**src/rtl/display_mode_ctrl.sv**
```systemverilog
// VGA source select sequencer: title screen, wait for camera, then user-selected
// processing mode. Buttons are debounced; select changes land only on frame_start.

module display_mode_ctrl_btn #(
  parameter int DEBOUNCE_CYCLES = 1000000
) (
  input  logic clk,
  input  logic rst_n,
  input  logic raw,
  output logic press
);
  localparam int CW = $clog2(DEBOUNCE_CYCLES + 1);

  logic [1:0]    sync;
  logic          level, level_q;
  logic [CW-1:0] cnt;

  // cnt measures how long the synchronized sample has disagreed with level
  always_ff @(posedge clk or negedge rst_n) begin
    if (!rst_n) begin
      sync    <= '0;
      level   <= 1'b0;
      level_q <= 1'b0;
      cnt     <= '0;
    end else begin
      sync    <= {sync[0], raw};
      level_q <= level;
      if (sync[1] == level) begin
        cnt <= '0;
      end else if (cnt == CW'(DEBOUNCE_CYCLES - 1)) begin
        level <= sync[1];
        cnt   <= '0;
      end else begin
        cnt <= cnt + CW'(1);
      end
    end
  end

  assign press = level & ~level_q;
endmodule

module display_mode_ctrl #(
  parameter int DEBOUNCE_CYCLES = 1000000,
  parameter int NUM_MODES       = 8,
  parameter int TITLE_FRAMES    = 120
) (
  input  logic       clk,
  input  logic       rst_n,
  input  logic       btn_next,
  input  logic       btn_prev,
  input  logic       btn_home,
  input  logic       frame_start,
  input  logic       cam_ready,
  output logic [3:0] select_signal,
  output logic       mode_pending,
  output logic [1:0] state
);
  localparam logic [1:0] S_TITLE = 2'd0;
  localparam logic [1:0] S_WAIT  = 2'd1;
  localparam logic [1:0] S_RUN   = 2'd2;
  localparam int         TW      = $clog2(TITLE_FRAMES + 1);

  logic [2:0] btn_raw, press;

  assign btn_raw = {btn_home, btn_prev, btn_next};

  for (genvar i = 0; i < 3; i++) begin : g_btn
    display_mode_ctrl_btn #(.DEBOUNCE_CYCLES(DEBOUNCE_CYCLES)) u_btn (
      .clk   (clk),
      .rst_n (rst_n),
      .raw   (btn_raw[i]),
      .press (press[i])
    );
  end

  logic [3:0]    req_mode, req_n, sel_n, req_inc, req_dec;
  logic [1:0]    state_n;
  logic [TW-1:0] title_cnt, cnt_n;
  logic          home_req, home_n, pend_n;
  logic          do_next, do_prev, do_home;

  // home wins; next and prev together cancel each other
  assign do_home = press[2];
  assign do_next = press[0] & ~press[1] & ~press[2];
  assign do_prev = press[1] & ~press[0] & ~press[2];
  assign req_inc = (req_mode == 4'(NUM_MODES)) ? 4'd1 : req_mode + 4'd1;
  assign req_dec = (req_mode == 4'd1) ? 4'(NUM_MODES) : req_mode - 4'd1;

  always_comb begin
    state_n = state;
    sel_n   = select_signal;
    req_n   = req_mode;
    home_n  = home_req;
    cnt_n   = title_cnt;
    case (state)
      S_TITLE: begin
        sel_n  = 4'd0;
        home_n = 1'b0;
        if (frame_start) cnt_n = title_cnt + TW'(1);
        if (do_next || (frame_start && title_cnt == TW'(TITLE_FRAMES - 1))) begin
          state_n = S_WAIT;
          cnt_n   = '0;
        end
      end
      S_WAIT: begin
        sel_n  = 4'd0;
        home_n = 1'b0;
        if (do_home) begin
          state_n = S_TITLE;
          cnt_n   = '0;
        end else begin
          if (do_next)      req_n = req_inc;
          else if (do_prev) req_n = req_dec;
          if (frame_start && cam_ready) begin
            sel_n   = req_mode;
            state_n = S_RUN;
          end
        end
      end
      S_RUN: begin
        if (do_next)      req_n = req_inc;
        else if (do_prev) req_n = req_dec;
        if (do_home) home_n = 1'b1;
        // frame boundary: pending home beats camera loss beats mode apply
        if (frame_start) begin
          if (home_req) begin
            sel_n   = 4'd0;
            state_n = S_TITLE;
            cnt_n   = '0;
            home_n  = 1'b0;
          end else if (!cam_ready) begin
            sel_n   = 4'd0;
            state_n = S_WAIT;
          end else begin
            sel_n = req_mode;
          end
        end
      end
      default: begin
        state_n = S_TITLE;
        sel_n   = 4'd0;
        home_n  = 1'b0;
        cnt_n   = '0;
      end
    endcase
    pend_n = (state_n == S_RUN) && ((req_n != sel_n) || home_n);
  end

  always_ff @(posedge clk or negedge rst_n) begin
    if (!rst_n) begin
      state         <= S_TITLE;
      select_signal <= 4'd0;
      req_mode      <= 4'd1;
      home_req      <= 1'b0;
      title_cnt     <= '0;
      mode_pending  <= 1'b0;
    end else begin
      state         <= state_n;
      select_signal <= sel_n;
      req_mode      <= req_n;
      home_req      <= home_n;
      title_cnt     <= cnt_n;
      mode_pending  <= pend_n;
    end
  end
endmodule
```
**config.mk**
```make
export PLATFORM = sky130hd
export DESIGN_NAME = display_mode_ctrl
export DESIGN_NICKNAME = d
export VERILOG_FILES = /design/src/rtl/display_mode_ctrl.sv
export SDC_FILE = /design/constraint.sdc
export NUM_CORES = 1
export LEC_CHECK = 0
export CORE_UTILIZATION = 45
export CTS_CLUSTER_DIAMETER = 50
export DETAILED_ROUTE_END_ITERATION = 12
export GPL_ROUTABILITY_DRIVEN = 0
export GPL_TIMING_DRIVEN = 1
export PLACE_DENSITY = 0.66
export SETUP_SLACK_MARGIN = 0.02
export SLEW_MARGIN = 20
export SYNTH_ARGS = -nofsm -noshare
export SYNTH_HDL_FRONTEND = slang
export SYNTH_SLANG_ARGS = --single-unit
```
**constraint.sdc**
```tcl
create_clock -name clk -period 2.9 [get_ports clk]
set_clock_uncertainty 0.15 [all_clocks]
set_input_delay 0.58 -clock clk [delete_from_list [all_inputs] [get_ports clk]]
set_output_delay 0.58 -clock clk [all_outputs]
set_load 0.01 [all_outputs]
```
**After elaboration in Yosys (flattened, before gate mapping)**

Cells that the tools add are included.

- Flip-flop bits (word level): 91
- Input port bits: 7
- Output and inout port bits: 7
- Word-level logic and storage cells: 102

- Bitwise logic cells: 16
- Equality and inequality tests: 17
- Multiplexer cells: 35
- Add/sub/neg operators: 6
- Reduce and logical (&&, ||, !) cells: 10

Operators by type and width:

| operator | number |
|---|---|
| 20-bit two-way mux | 6 |
| 20-bit by 1-bit adder with 20-bit output (second input constant) | 3 |
| 20-bit == test (second input constant) | 3 |
| 4-bit two-way mux | 10 |
| 7-bit two-way mux | 5 |
| 7-bit case mux with 3 select lines | 1 |
| 4-bit case mux with 2 select lines | 2 |
| 2-bit two-way mux | 6 |
| 1-bit inverter | 9 |
| 7-bit by 1-bit adder with 7-bit output (second input constant) | 1 |
| 1-bit bitwise AND | 7 |
| 7-bit == test (second input constant) | 1 |
| 2-bit inequality test (second input constant) | 3 |
| 2-bit case mux with 3 select lines | 1 |
| 2-bit AND reduction | 3 |
| 4-bit by 1-bit adder with 4-bit output (second input constant) | 1 |
| 2-bit == test (second input constant) | 2 |
| 4-bit by 1-bit == test with 1-bit output (second input constant) | 1 |
| 4-bit == test (second input constant) | 1 |
| 1-bit two-way mux | 4 |
| 4-bit inequality test | 1 |
| 4-bit AND reduction | 1 |
| 4-bit by 1-bit subtractor with 4-bit output (second input constant) | 1 |
| 1-bit == test | 3 |
| 5 further kinds | 8 |

**Longest topological paths before layout**

- Depth in word-level cells: 12
- Depth in mapped cells: 10
- Mapped depth without buffers: 9

**Modules after synthesis**

Synthesis repeated with hierarchy kept, for this count alone.

- Cell total of the unflattened synthesis: 503
- Area total of the unflattened synthesis: 4919.7 um^2

By module, submodules not included:

| module | cells each | seq. area each (um^2) | area an instance (um^2) | instances |
|---|---|---|---|---|
| display_mode_ctrl_btn | 110 | 600.6 | 1146.1 | 3 |
| display_mode_ctrl | 173 | 476.7 | 1481.4 | 1 |

**Worst setup path after synthesis**

OpenSTA, ideal clock, no wires.

- Kind: register -> register
- Start: register state[0]
- End: register mode_pending
- Stages on the path, launching flop included: 10
- Setup time: 0.133 ns
- Arrival time: 2.133 ns
- Path buffers: 0
- Required time: 2.617 ns
- Period minus slack after synthesis: 2.416 ns
- Setup slack: 0.484 ns
- Cell sequence: dfrtp_1 -> inv_1 -> ha_1 -> or2_1 -> o311a_1 -> or2b_1 -> o22ai_2 -> mux2_4 -> nor4_2 -> a31oi_1

- Cells in the longest elaborated chain, start to end: 6
- Elaborated cells between the ends (all ways): 17
- Classes of those cells: 4 x eq/ne; 10 x mux; 3 x reduce/logical

Ends and longest elaborated chain:

| element | line | RTL |
|---|---|---|
| start, declared | 56 | `output logic [1:0] state` |
| start signal, assigned | 158 | `state <= state_n;` |
| 2-bit two-way mux | 131 | `end else if (!cam_ready) begin` |
| 2-bit two-way mux | 126 | `if (home_req) begin` |
| 2-bit two-way mux | 125 | `if (frame_start) begin` |
| 2-bit case mux with 3 select lines | 95 | `case (state)` |
| 2-bit == test | 146 | `pend_n = (state_n == S_RUN) && ((req_n != sel_n) \|\| home_n);` |
| 1-bit logical AND (*) | 146 |  |
| named net pend_n | 79 | `logic home_req, home_n, pend_n;` |
| end signal, assigned | 163 | `mode_pending <= pend_n;` |
| end, declared | 55 | `output logic mode_pending,` |

Mark *: on every way through the listed nets, which the timed path passes. The rest lies on a longest branch.
A chain may end at the register's enable or synchronous reset.

**Worst setup path after layout**

- Start: register state[1]
- End: register mode_pending

The elaborated chain is that of the path after synthesis.

==> run metrics <==
I/O pin count=14; total congestion overflow=0; fraction of registers with async set/reset=100%; f_max=~380 MHz; Peak VDD IR=0.318 mV; status=finished clean; Die Ht=~100 um; Yosys reg bits=just over 90; Avg WL per Cell=13.1 um; first-pass GRT wire length=approximately 15000 um; Die Wd=approximately 100 um; Synth-to-Final Area Change=11.5%; CP Max Fanout=8; Gate Count Post-Synth=roughly 470; CP Class=reg2reg; setup bufs post-CTS=0; post-route cell area=5250 sq um; nets=512; Max-Cap Viols=0; final setup violating endpoints=0; Num CTS Buffers=9; root buffer cell=clkbuf_8; dpl cell area=about 5000 sq um; CP endpoint kind=register; CP Data Required Time=roughly 3 ns; pin count of the biggest net entering global routing=52; Tcrit/Tclk final=approximately nine tenths; min-delay worst type=reg2reg; startpoint types=register; Slew Viols, Final=0; Crit-path slowest cell=dfrtp_1; final setup TNS=0 ns; final instance count without filler cells=between 600 and 700; prevailing post-synth register cell=dfrtp_1; leak pwr=roughly 2.3 nW; mean area per synthesized cell=approximately 10 sq um; die area=roughly 11000 sq um; Reg clk slew, reported paths=0.09 ns; later-pin clock latency in the skew report=around 0.36 ns; power density over cell area=around 520 nW/um^2; synthesized area=approximately 4700 sq um; drt pass-1 iters=4; Multi-input gate area=2300 sq um; number of synthesized flops with an enable pin=0; vias in the first global route=approximately 3400; yosys warns=0; Final Routed Wirelength=8280 um; initial DRC count=between 150 and 200; most frequent cell after synthesis=dfrtp_1; crit-path max cell delay=around 0.44 ns; Port-buffer cells=13; Synth top area share=a little under half; CTS tree=done; clock tree buffer depth=2; Layout fillers=890; final core occ=between 50% and 60%; Tot GR Track Use=between 15 and 20%; placed insts=just over 600; Post-CTS Resized=0; register area share after synthesis=about half; hold_ws=0.205 ns; RSZ-0062 raised after global routing=no; FF/Latch Area=~2300 sq um; Netlist cell types=64; Net Count, Synth=just under 500; Starting Density=a little under half; # diodes=0; Final ANT Viol Nets=0; Worst slew margin=about 69%; DRC=0; clk sinks=between 90 and 100; HPWL after DPL=roughly 5800 um; layout cells sized above 1=under 10%; Rows=36; Synth area leader=dfrtp_1; htree depth=3; DR vias/cell=roughly 5.3; Synth area leaders=dfrtp_1 48%, xor2_1 8.0%, nor2_1 6.3%; via count=3361; Final Hold Fails=0; initial antenna violation count=0; core area=roughly 10000 sq um; Crit path arrival time=between 2 and 3 ns; worst-path cell chain=inv_1 -> ha_1 -> or2_1 -> o311a_1 -> or2b_1 -> o22ai_2 -> mux2_4 -> nor4_2 -> a31oi_1; Slew @ Worst Pin=approximately 0.46 ns; synth cell count leaders=90 x dfrtp_1, 79 x nor2_1, 43 x xor2_1, 33 x nand3_1, 32 x nand2_1; minimum clock period=about 2.7 ns
## cell families after synthesis
| kind of cell | Yosys count | share of synthesized area (%) |
|---|---|---|
| adder cells (fa/ha/maj) | 11 | 2.92 |
| multiplexers | 12 | 2.76 |
| buffers and inverters | 28 | 2.82 |
| AND/OR/NAND/NOR | 223 | 24.6 |
| AO/OA/AOI/OAI | 46 | 7.18 |
| flip-flops | 91 | 48.4 |
| XOR/XNOR | 61 | 11.4 |
## area by class of cell
type | count | area share, %
flip-flops and latches | 91 | 43.4
multi-input cells | 353 | 43.7
repair buffers | 24 | 4.29
inverters | 15 | 1.07
clock buffers | 12 | 2.96
well taps | 133 | 3.17
clock inverters | 4 | 1.38
## placed cells by master, fill, tap and decap left out, types with 3 or more instances in the layout
master           Yosys  routed
dfrtp_1             90      90
nor2_1              79      79
xor2_1              43      43
nand3_1             33      33
nand2_1             32      32
xnor2_1             18      18
inv_1               14      14
clkdlybuf4s50_1      0      12
ha_1                11      11
clkbuf_8             0      11
buf_4                3      10
and2_1               9       9
and4_1               9       9
nand4_1              9       9
o21ai_0              8       8
a21oi_1              8       8
and3_1               8       8
nand3b_1             7       7
mux2i_1              7       7
nor4_1               6       6
nand2b_1             4       4
nor3_1               4       4
mux2_2               4       4
a31oi_1              4       4
and2b_1              3       3
nor2b_1              3       3
o21bai_1             3       3
nor4b_1              3       3
## sequential cells by signal, summed over array words and instances, names as in the netlist
name and cells:
req_mode 4, state 2, g_btn.u_btn.level 3, select_signal 4, g_btn.u_btn.level_q 3, g_btn.u_btn.cnt 60, home_req 1, g_btn.u_btn.sync 6
title_cnt 7, mode_pending 1
## worst paths after layout
| check | from | to | slack, ns | cells after the start |
|---|---|---|---|---|
| min | g_btn[2].u_btn.sync[0] | g_btn[2].u_btn.sync[1] | 0.20 | 0 |
| max in group asynchronous | rst_n | req_mode[0] | 1.50 | 3 |
| min reg2reg | g_btn[2].u_btn.sync[0] | g_btn[2].u_btn.sync[1] | 0.20 | 0 |
| max reg2reg | state[1] | mode_pending | 0.25 | 9 |
| max | state[1] | mode_pending | 0.25 | 9 |
| min in group asynchronous | rst_n | g_btn[2].u_btn.level | 0.49 | 2 |
## stage by stage
stage / total power [W] / setup slack, ns
final: 0.00271 / 0.246
after global routing: 0.00286 / 0.120
after CTS: 0.00275 / 0.269
after detailed placement: 0.00177 / 0.251
after global placement: 0.00176 / 0.312
after floorplan: 0.00166 / 0.484
## routing by layer
layer	part of all wire (%)	up-vias	wire length, um	GRT usage (%)
met5	0	-	0	0
met4	1.5	0	123	5.61
met3	3.0	11	246	4.14
met2	48	43	3970	27.8
met1	48	1642	3930	21.7
li1	-	1665	-	-
## where the power goes
group | switching [W] | internal [W] | leakage (nW) | total (W)
Sequential | 0.0000672 | 0.00133 | 1.23 | 0.00140
Clock | 0.000428 | 0.000532 | 0.113 | 0.000959
Combinational | 0.000204 | 0.000146 | 0.953 | 0.000350
Total | 0.000699 | 0.00201 | 2.30 | 0.00271
## worst max-delay path, delay by kind of cell (launching register included)
kind	cells	cell delay, ns
adders and majority gates	1	0.31
DFF	1	0.44
muxes	1	0.32
and+or+nand+nor	3	0.75
AOI/OAI and AO/OA	3	0.46
buffers and inverters	1	0.10
## repair_timing
action                                 CTS  global route
endpoints found under the hold margin   19             0
hold buffers                             1             0
setup endpoints to repair                0             0
Power figures use the tool's default switching activity.
